File: config.mk
export PLATFORM = sky130hd
export DESIGN_NAME = vdp2_vram_write_drain_flat
export DESIGN_NICKNAME = d
export VERILOG_FILES = /design/src/rtl/vdp2_vram_write_drain_pkg.sv /design/src/rtl/vdp2_vram_write_drain_if.sv /design/src/rtl/vdp2_vram_write_drain.sv /design/src/flat_wrapper.sv
export SDC_FILE = /design/constraint.sdc
export NUM_CORES = 1
export LEC_CHECK = 0
export CAP_MARGIN = 0
export CORE_MARGIN = 3
export CORE_UTILIZATION = 25
export CTS_BUF_LIST = sky130_fd_sc_hd__clkbuf_4 sky130_fd_sc_hd__clkbuf_8
export DETAILED_ROUTE_END_ITERATION = 10
export GPL_ROUTABILITY_DRIVEN = 0
export PLACE_DENSITY_LB_ADDON = 0.2
export SETUP_SLACK_MARGIN = 0.5
export SLEW_MARGIN = 15
export SYNTH_ARGS = -nofsm -noshare
export SYNTH_HDL_FRONTEND = slang
export SYNTH_SLANG_ARGS = --single-unit
File: constraint.sdc
create_clock -name clk -period 3.2 [get_ports clk]
set_clock_uncertainty 0.2 [all_clocks]
set_input_delay 0.32 -clock clk [delete_from_list [all_inputs] [get_ports clk]]
set_output_delay 0.32 -clock clk [all_outputs]
set_load 0.01 [all_outputs]
File: src/rtl/vdp2_vram_write_drain_pkg.sv
// vdp2_vram_write_drain_pkg: shared widths, write-FIFO field layout and FSM state codes
package vdp2_vram_write_drain_pkg;
  localparam int WFIFO_W = 36;
  localparam int WF_BE_HI = 35;
  localparam int WF_BE_LO = 34;
  localparam int WF_A_HI = 33;
  localparam int WF_A_LO = 16;
  localparam int WF_D_HI = 15;
  localparam int WF_D_LO = 0;
  localparam int BANK_BIT = 17;
  localparam logic [7:0] TIMEOUT = 8'd255;
  localparam logic [1:0] S_IDLE = 2'd0;
  localparam logic [1:0] S_WAIT = 2'd1;
  localparam logic [1:0] S_WRITE = 2'd2;
  typedef struct packed {
    logic [WF_BE_HI-WF_BE_LO:0] be;
    logic [WF_A_HI-WF_A_LO:0] addr;
    logic [WF_D_HI-WF_D_LO:0] d;
  } wentry_t;
endpackage

File: src/rtl/vdp2_vram_write_drain_if.sv
// vdp2_vram_write_drain_if: write-FIFO head, slot grants and both VRAM bank write ports
interface vdp2_vram_write_drain_if;
  import vdp2_vram_write_drain_pkg::*;
  logic [WFIFO_W-1:0] fifo_q;
  logic fifo_empty, fifo_rdreq;
  logic slot_a, slot_b;
  logic [16:0] va_addr, vb_addr;
  logic [15:0] va_d, vb_d;
  logic [1:0] va_be, vb_be;
  logic va_we, vb_we, va_rdy, vb_rdy;
  logic busy, err;
  modport master (
    input fifo_q, fifo_empty, slot_a, slot_b, va_rdy, vb_rdy,
    output fifo_rdreq, va_addr, vb_addr, va_d, vb_d, va_be, vb_be, va_we, vb_we, busy, err
  );
  modport slave (
    output fifo_q, fifo_empty, slot_a, slot_b, va_rdy, vb_rdy,
    input fifo_rdreq, va_addr, vb_addr, va_d, vb_d, va_be, vb_be, va_we, vb_we, busy, err
  );
endinterface

File: src/rtl/vdp2_vram_write_drain.sv
// vdp2_vram_write_drain: drains queued CPU VRAM writes to bank A/B inside granted access slots
module vdp2_vram_write_drain
  import vdp2_vram_write_drain_pkg::*;
(
  input logic clk,
  input logic rst_n,
  vdp2_vram_write_drain_if.master bus
);
  logic [1:0] state_q, state_d;
  wentry_t hold_q, hold_d, head;
  logic [7:0] cnt_q, cnt_d;
  logic err_q, err_d;
  logic sel, pending, timeout, done, capture;
  logic [1:0] slot, rdy, b_we;
  logic [16:0] b_addr [2];
  logic [15:0] b_d [2];
  logic [1:0] b_be [2];
  assign head = wentry_t'(bus.fifo_q);
  assign sel = hold_q.addr[BANK_BIT];
  assign slot = {bus.slot_b, bus.slot_a};
  assign rdy = {bus.vb_rdy, bus.va_rdy};
  always_comb begin
    pending = state_q != S_IDLE;
    timeout = pending && cnt_q == TIMEOUT;
    done = state_q == S_WRITE && rdy[sel];
    capture = rst_n && !bus.fifo_empty && (state_q == S_IDLE || done);
    state_d = state_q;
    hold_d = hold_q;
    cnt_d = pending ? cnt_q + 8'd1 : cnt_q;
    err_d = err_q;
    // completion beats timeout; a zero-BE entry is popped but never written
    if (capture) begin
      hold_d = head;
      cnt_d = '0;
      state_d = head.be == 2'b00 ? S_IDLE : S_WAIT;
    end else if (done) begin
      state_d = S_IDLE;
    end else if (timeout) begin
      state_d = S_IDLE;
      err_d = 1'b1;
    end else if (state_q == S_WAIT && slot[sel]) begin
      state_d = S_WRITE;
    end
  end
  always_comb begin
    for (int i = 0; i < 2; i++) begin
      b_we[i] = state_q == S_WRITE && sel == i[0];
      b_addr[i] = sel == i[0] ? hold_q.addr[16:0] : '0;
      b_d[i] = sel == i[0] ? hold_q.d : '0;
      b_be[i] = sel == i[0] ? hold_q.be : '0;
    end
  end
  always_ff @(posedge clk) begin
    if (!rst_n) begin
      state_q <= S_IDLE;
      hold_q <= '0;
      cnt_q <= '0;
      err_q <= 1'b0;
    end else begin
      state_q <= state_d;
      hold_q <= hold_d;
      cnt_q <= cnt_d;
      err_q <= err_d;
    end
  end
  assign bus.fifo_rdreq = capture;
  assign bus.busy = pending || !bus.fifo_empty;
  assign bus.err = err_q;
  assign bus.va_we = b_we[0];
  assign bus.vb_we = b_we[1];
  assign bus.va_addr = b_addr[0];
  assign bus.vb_addr = b_addr[1];
  assign bus.va_d = b_d[0];
  assign bus.vb_d = b_d[1];
  assign bus.va_be = b_be[0];
  assign bus.vb_be = b_be[1];
endmodule
File: src/flat_wrapper.sv
// flat-port wrapper written by rule: the top's interface ports become plain ports
module vdp2_vram_write_drain_flat import vdp2_vram_write_drain_pkg::*;
  (clk, rst_n, bus_fifo_q, bus_fifo_empty, bus_slot_a, bus_slot_b, bus_va_rdy, bus_vb_rdy, bus_fifo_rdreq, bus_va_addr, bus_vb_addr, bus_va_d, bus_vb_d, bus_va_be, bus_vb_be, bus_va_we, bus_vb_we, bus_busy, bus_err);
  vdp2_vram_write_drain_if bus_i ();
  input logic clk;
  input logic rst_n;
  input wire logic [$bits(bus_i.fifo_q)-1:0] bus_fifo_q;
  input wire logic [$bits(bus_i.fifo_empty)-1:0] bus_fifo_empty;
  input wire logic [$bits(bus_i.slot_a)-1:0] bus_slot_a;
  input wire logic [$bits(bus_i.slot_b)-1:0] bus_slot_b;
  input wire logic [$bits(bus_i.va_rdy)-1:0] bus_va_rdy;
  input wire logic [$bits(bus_i.vb_rdy)-1:0] bus_vb_rdy;
  output wire logic [$bits(bus_i.fifo_rdreq)-1:0] bus_fifo_rdreq;
  output wire logic [$bits(bus_i.va_addr)-1:0] bus_va_addr;
  output wire logic [$bits(bus_i.vb_addr)-1:0] bus_vb_addr;
  output wire logic [$bits(bus_i.va_d)-1:0] bus_va_d;
  output wire logic [$bits(bus_i.vb_d)-1:0] bus_vb_d;
  output wire logic [$bits(bus_i.va_be)-1:0] bus_va_be;
  output wire logic [$bits(bus_i.vb_be)-1:0] bus_vb_be;
  output wire logic [$bits(bus_i.va_we)-1:0] bus_va_we;
  output wire logic [$bits(bus_i.vb_we)-1:0] bus_vb_we;
  output wire logic [$bits(bus_i.busy)-1:0] bus_busy;
  output wire logic [$bits(bus_i.err)-1:0] bus_err;
  assign bus_i.fifo_q = bus_fifo_q;
  assign bus_i.fifo_empty = bus_fifo_empty;
  assign bus_i.slot_a = bus_slot_a;
  assign bus_i.slot_b = bus_slot_b;
  assign bus_i.va_rdy = bus_va_rdy;
  assign bus_i.vb_rdy = bus_vb_rdy;
  assign bus_fifo_rdreq = bus_i.fifo_rdreq;
  assign bus_va_addr = bus_i.va_addr;
  assign bus_vb_addr = bus_i.vb_addr;
  assign bus_va_d = bus_i.va_d;
  assign bus_vb_d = bus_i.vb_d;
  assign bus_va_be = bus_i.va_be;
  assign bus_vb_be = bus_i.vb_be;
  assign bus_va_we = bus_i.va_we;
  assign bus_vb_we = bus_i.vb_we;
  assign bus_busy = bus_i.busy;
  assign bus_err = bus_i.err;
  vdp2_vram_write_drain u_core (.clk(clk), .rst_n(rst_n), .bus(bus_i));
endmodule
After elaboration in Yosys (flattened, before gate mapping):

Cells that the tools add are included.

* $add $sub $neg: 1
* order comparisons: 1
* equal/unequal tests: 3
* muxes and demuxes: 15
* bitwise logic cells: 4
* reductions and logical operators: 16

Operators with widths (count)
* $mux W17: 2
* $mux W16: 2
* $mux W2: 6
* $add A8 B1 Y8 const B: 1
* $eq A8 B8 Y1 const B: 1
* $logic_and A1 B1 Y1: 7
* $mux W1: 5
* $logic_not A2 Y1: 2
* $not A1 Y1: 4
* $reduce_bool A4 Y1: 1
* $reduce_and A3 Y1: 1
* $eq A2 B1 Y1 const B: 1
* $eq A2 B2 Y1 const B: 1
* $logic_or A1 B1 Y1: 2
* $lt A1 B2 Y1 const B: 1
* $reduce_bool A2 Y1: 1
* $reduce_or A2 Y1: 1
* $logic_not A1 Y1: 1

* bits in registers: 47
* bits of input ports: 43
* output and inout port bits: 75
* word-level logic and storage cells: 46

Logic depth before layout (Yosys ltp):

* word-level depth: 7
* gate-level depth with buffers: 6
* gate-level depth less buffers: 5

Least setup slack after synthesis:

OpenSTA, ideal clock, no wires.

* kind: register -> output
* start point: register u_core.hold_q[33] in the netlist's numbering
* end point: output bus_fifo_rdreq
* data arrival time: 1.247 ns
* data required time: 2.680 ns
* slack: 1.433 ns
* cell stages (with the launch flop): 6
* buffers on the path: 2
* cells stage by stage: dfxtp_1 mux2i_1 a211oi_2 buf_4 buf_6 and2_1

* longest elaborated chain between the ends: 5

RTL lines
* start, declared: line vdp2_vram_write_drain.sv:10 `wentry_t hold_q, hold_d, head;`
* start signal, assigned: line vdp2_vram_write_drain.sv:61 `hold_q <= hold_d;`
* $mux W1 (not written as such) (2 in a row): line vdp2_vram_write_drain.sv:25 `done = state_q == S_WRITE && rdy[sel];`
* $logic_and A1 B1 Y1: line vdp2_vram_write_drain.sv:25
* $logic_or A1 B1 Y1: line vdp2_vram_write_drain.sv:26 `capture = rst_n && !bus.fifo_empty && (state_q == S_IDLE || done);`
* $logic_and A1 B1 Y1: line vdp2_vram_write_drain.sv:26
* end, declared: line flat_wrapper.sv:13 `output wire logic [$bits(bus_i.fifo_rdreq)-1:0] bus_fifo_rdreq;`

Every way passes these cells. The select of a mux whose other input is x is not followed.

Worst setup path in the final report:

Ends and elaborated chain as after synthesis.

==> qor.txt <==
Cell area after synthesis: 2359 um2
1st-pass router iterations: 5
Crit path depth: 4
Share of cells above drive strength 1: 3.951%
Crit path kind: reg -> out
Yosys reg bits: 47
Placement row count: 34
TritonCTS clock tree: built
Area post-placement: 3596 um2
Crit path from: u_core.hold_q[33]
CTS HTree Levels: 2
Hold WS: 0.2597 ns
CTS root buffer: clkbuf_8
Top Family by Delay on Critical Path: flip-flops
Total power: 1.408 mW
Hold_sp: u_core.hold_q[27]
Slew Viols, Final: 0
Antenna violations before repair: 0
Worst-path clk slew: 0.09 ns
Worst hold path type: reg -> reg
# DRC: 0
Crit path buf inv count: 1
Die footprint: 10640 um2
Setup Viol. Count Final: 0
WP data arrival: 1.97 ns
Critical path cell sequence: mux2i_2, a211oi_4, and2_1, clkdlybuf4s50_1
Core ar.: 8934 um2
FFs w/ async S/R, synth: 0%
DP HPWL: 4563 um
Critical path endpoint: bus_fifo_rdreq
Top-count cell post-synth: nand2_1
Grt met3 use: 2.909%
Worst Max-Slew Pin Slew: 0.5056 ns
Largest net degree at the start of global routing: 50
Outcome: finished clean
# port buffers: 117
Leakage Power: 1.425 nW
Clk buf depth: 2
Layout area overhead: 57.88%
Initial DRC Count: 40
Seq/Total Area, Yosys: 39.89%
CP endpoint kind: output pin
Post-synth EDFFs: 0
Syn Inst Count: 298
First-pass GRT wire length: 10020 um
Setup slack, reg-to-reg: 0.99 ns
Synth Warn #: 0
CP max stage cell: dfxtp_4
Nets: 448
R2R cell count: 4
Ports: 118
CTS buffer count: 5
Detail Route Antenna Nets: 0
Max Freq: 401.3 MHz
Synth top area cells: dfxtp_1, nand2_1, a21boi_1
Worst setup SP type: flip-flop
Cts-stage hold buffer count: 0
Hold Violations, Final: 0
Placed insts: 505
Global-route met2 utilization: 19.83%
Most Crowded Layer GR: met2
Via count: 2235
Clock latency on the worst-skew pair: 0.29 ns
Die H: 103.1 um
Final antenna diode count: 0
Clock sink count: 47
Reg2reg end: u_core.cnt_q[1]
Die width: 103.1 um
Final Cell Area: 3724 um2
Rel. slew slack: 66.29%
Routed len/inst: 12.30 um
Met1 Use GR: 14.99%
Yosys cell types: 31
Syn_nets: 342
Vias per inst: 4.357
Syn_area_per_cell: 7.914 um2
Gr usage total: 11.80%
PD cells: 378.2 nW/um2
Routed wire length: 6308 um
CP peak stage delay: 0.51 ns
Total global routing overflow: 0
Max_cap viols: 0
RSZ-0062 raised after global routing: no
FILL cells: 956
Final TNS setup: 0 ns
Ys flop type: dfxtp_1
Maximum fanout along the worst path: 27
Vias in the first global route: 2031
Finished Layout Cells: 513
Top cells by count, synth: nand2_1, dfxtp_1, and2_1, nor2b_1, a21boi_1
Largest area contributor in the netlist: dfxtp_1
Initial core utilization: 26.40%
CP required: 2.68 ns
Top cell type's share of synthesized area: 39.89%
Final Cycle Share: 77.88%
Reg2reg start: u_core.hold_q[33]
Maximum vdd drop: 0.1783 mV
Post-layout min period: 2.492 ns
## cells by family (layout without fill, tap and decap cells)
group | after synthesis | after routing | share of synthesized area [%]
AO/OA/AOI/OAI | 50 | 50 | 15.60
adder cells (fa/ha/maj) | 1 | 1 | 0.5304
buffers and inverters | 23 | 130 | 5.252
XOR/XNOR | 7 | 7 | 2.600
flip-flops | 47 | 47 | 39.89
multiplexers | 2 | 2 | 0.9018
AND/OR/NAND/NOR | 168 | 168 | 35.23
## worst min path at each step
stage	slack, ns	end	depth (start not counted)
floorplan	0.24	u_core.hold_q[0]	2
global placement	0.25	u_core.hold_q[27]	2
detailed placement	0.25	u_core.hold_q[27]	2
CTS	0.27	u_core.hold_q[27]	2
global route	0.29	u_core.hold_q[4]	2
finish	0.26	u_core.hold_q[27]	2
## per-layer routing
| layer | routed length [um] | share of wire, % |
|---|---|---|
| met1 | 2814 | 45 |
| met2 | 3044 | 48 |
| met3 | 400 | 6.3 |
| met4 | 48 | 0.76 |
| met5 | 0 | 0 |
## report_power, final
group / internal (mW) / leakage, nW / total [mW] / switching (mW)
Sequential: 0.620 / 0.386 / 0.653 / 0.0332
Clock: 0.253 / 0.0612 / 0.451 / 0.198
Combinational: 0.175 / 0.979 / 0.304 / 0.130
## flip-flops by register name, summed over array words and instances (netlist names)
name,flops
u_core.bus.err,1
u_core.cnt_q,8
u_core.hold_q,36
u_core.state_q,2
## per-stage QoR
stage	utilization [%]	worst slack (ns)
finish	41.68	0.7080
global route	41.68	0.5961
CTS	41.61	0.5182
detailed placement	40.25	0.7409
global placement	40.25	0.7424
floorplan	-	1.433
## worst register-to-register path, cell delays in order (launching register included)
cell	delay, ns
dfxtp_4	0.51
mux2i_2	0.40
a211o_1	0.51
nand2_1	0.31
a21oi_1	0.20
## final cells by class
cell class | count | area, um2 | area share (%)
Inverter | 1 | 3.754 | 0.1008
Timing Repair Buffer | 121 | 1217 | 32.69
Tap cell | 108 | 135.1 | 3.629
Clock buffer | 6 | 82.58 | 2.218
Sequential cell | 47 | 944.7 | 25.37
Multi-Input combinational cell | 228 | 1305 | 35.05
Clock inverter | 2 | 35.03 | 0.9409
## what timing repair did
action	in CTS	in global routing
setup endpoints to repair	1	25
gates resized for setup	1	2
setup buffers	0	0
## cells in the final DEF, fill, tap and decap left out, types with 2 or more instances in the layout
cell	count
o21ai_0	4
clkbuf_8	6
nand2_1	77
dfxtp_1	46
buf_4	2
clkdlybuf4s50_1	117
nor2_1	11
xor2_1	5
nor2b_1	36
and2_1	36
xnor2_1	2
a21oi_1	3
a21boi_0	7
nand2b_1	3
a21boi_1	30
No activity file was read; power rests on OpenSTA's default activity.
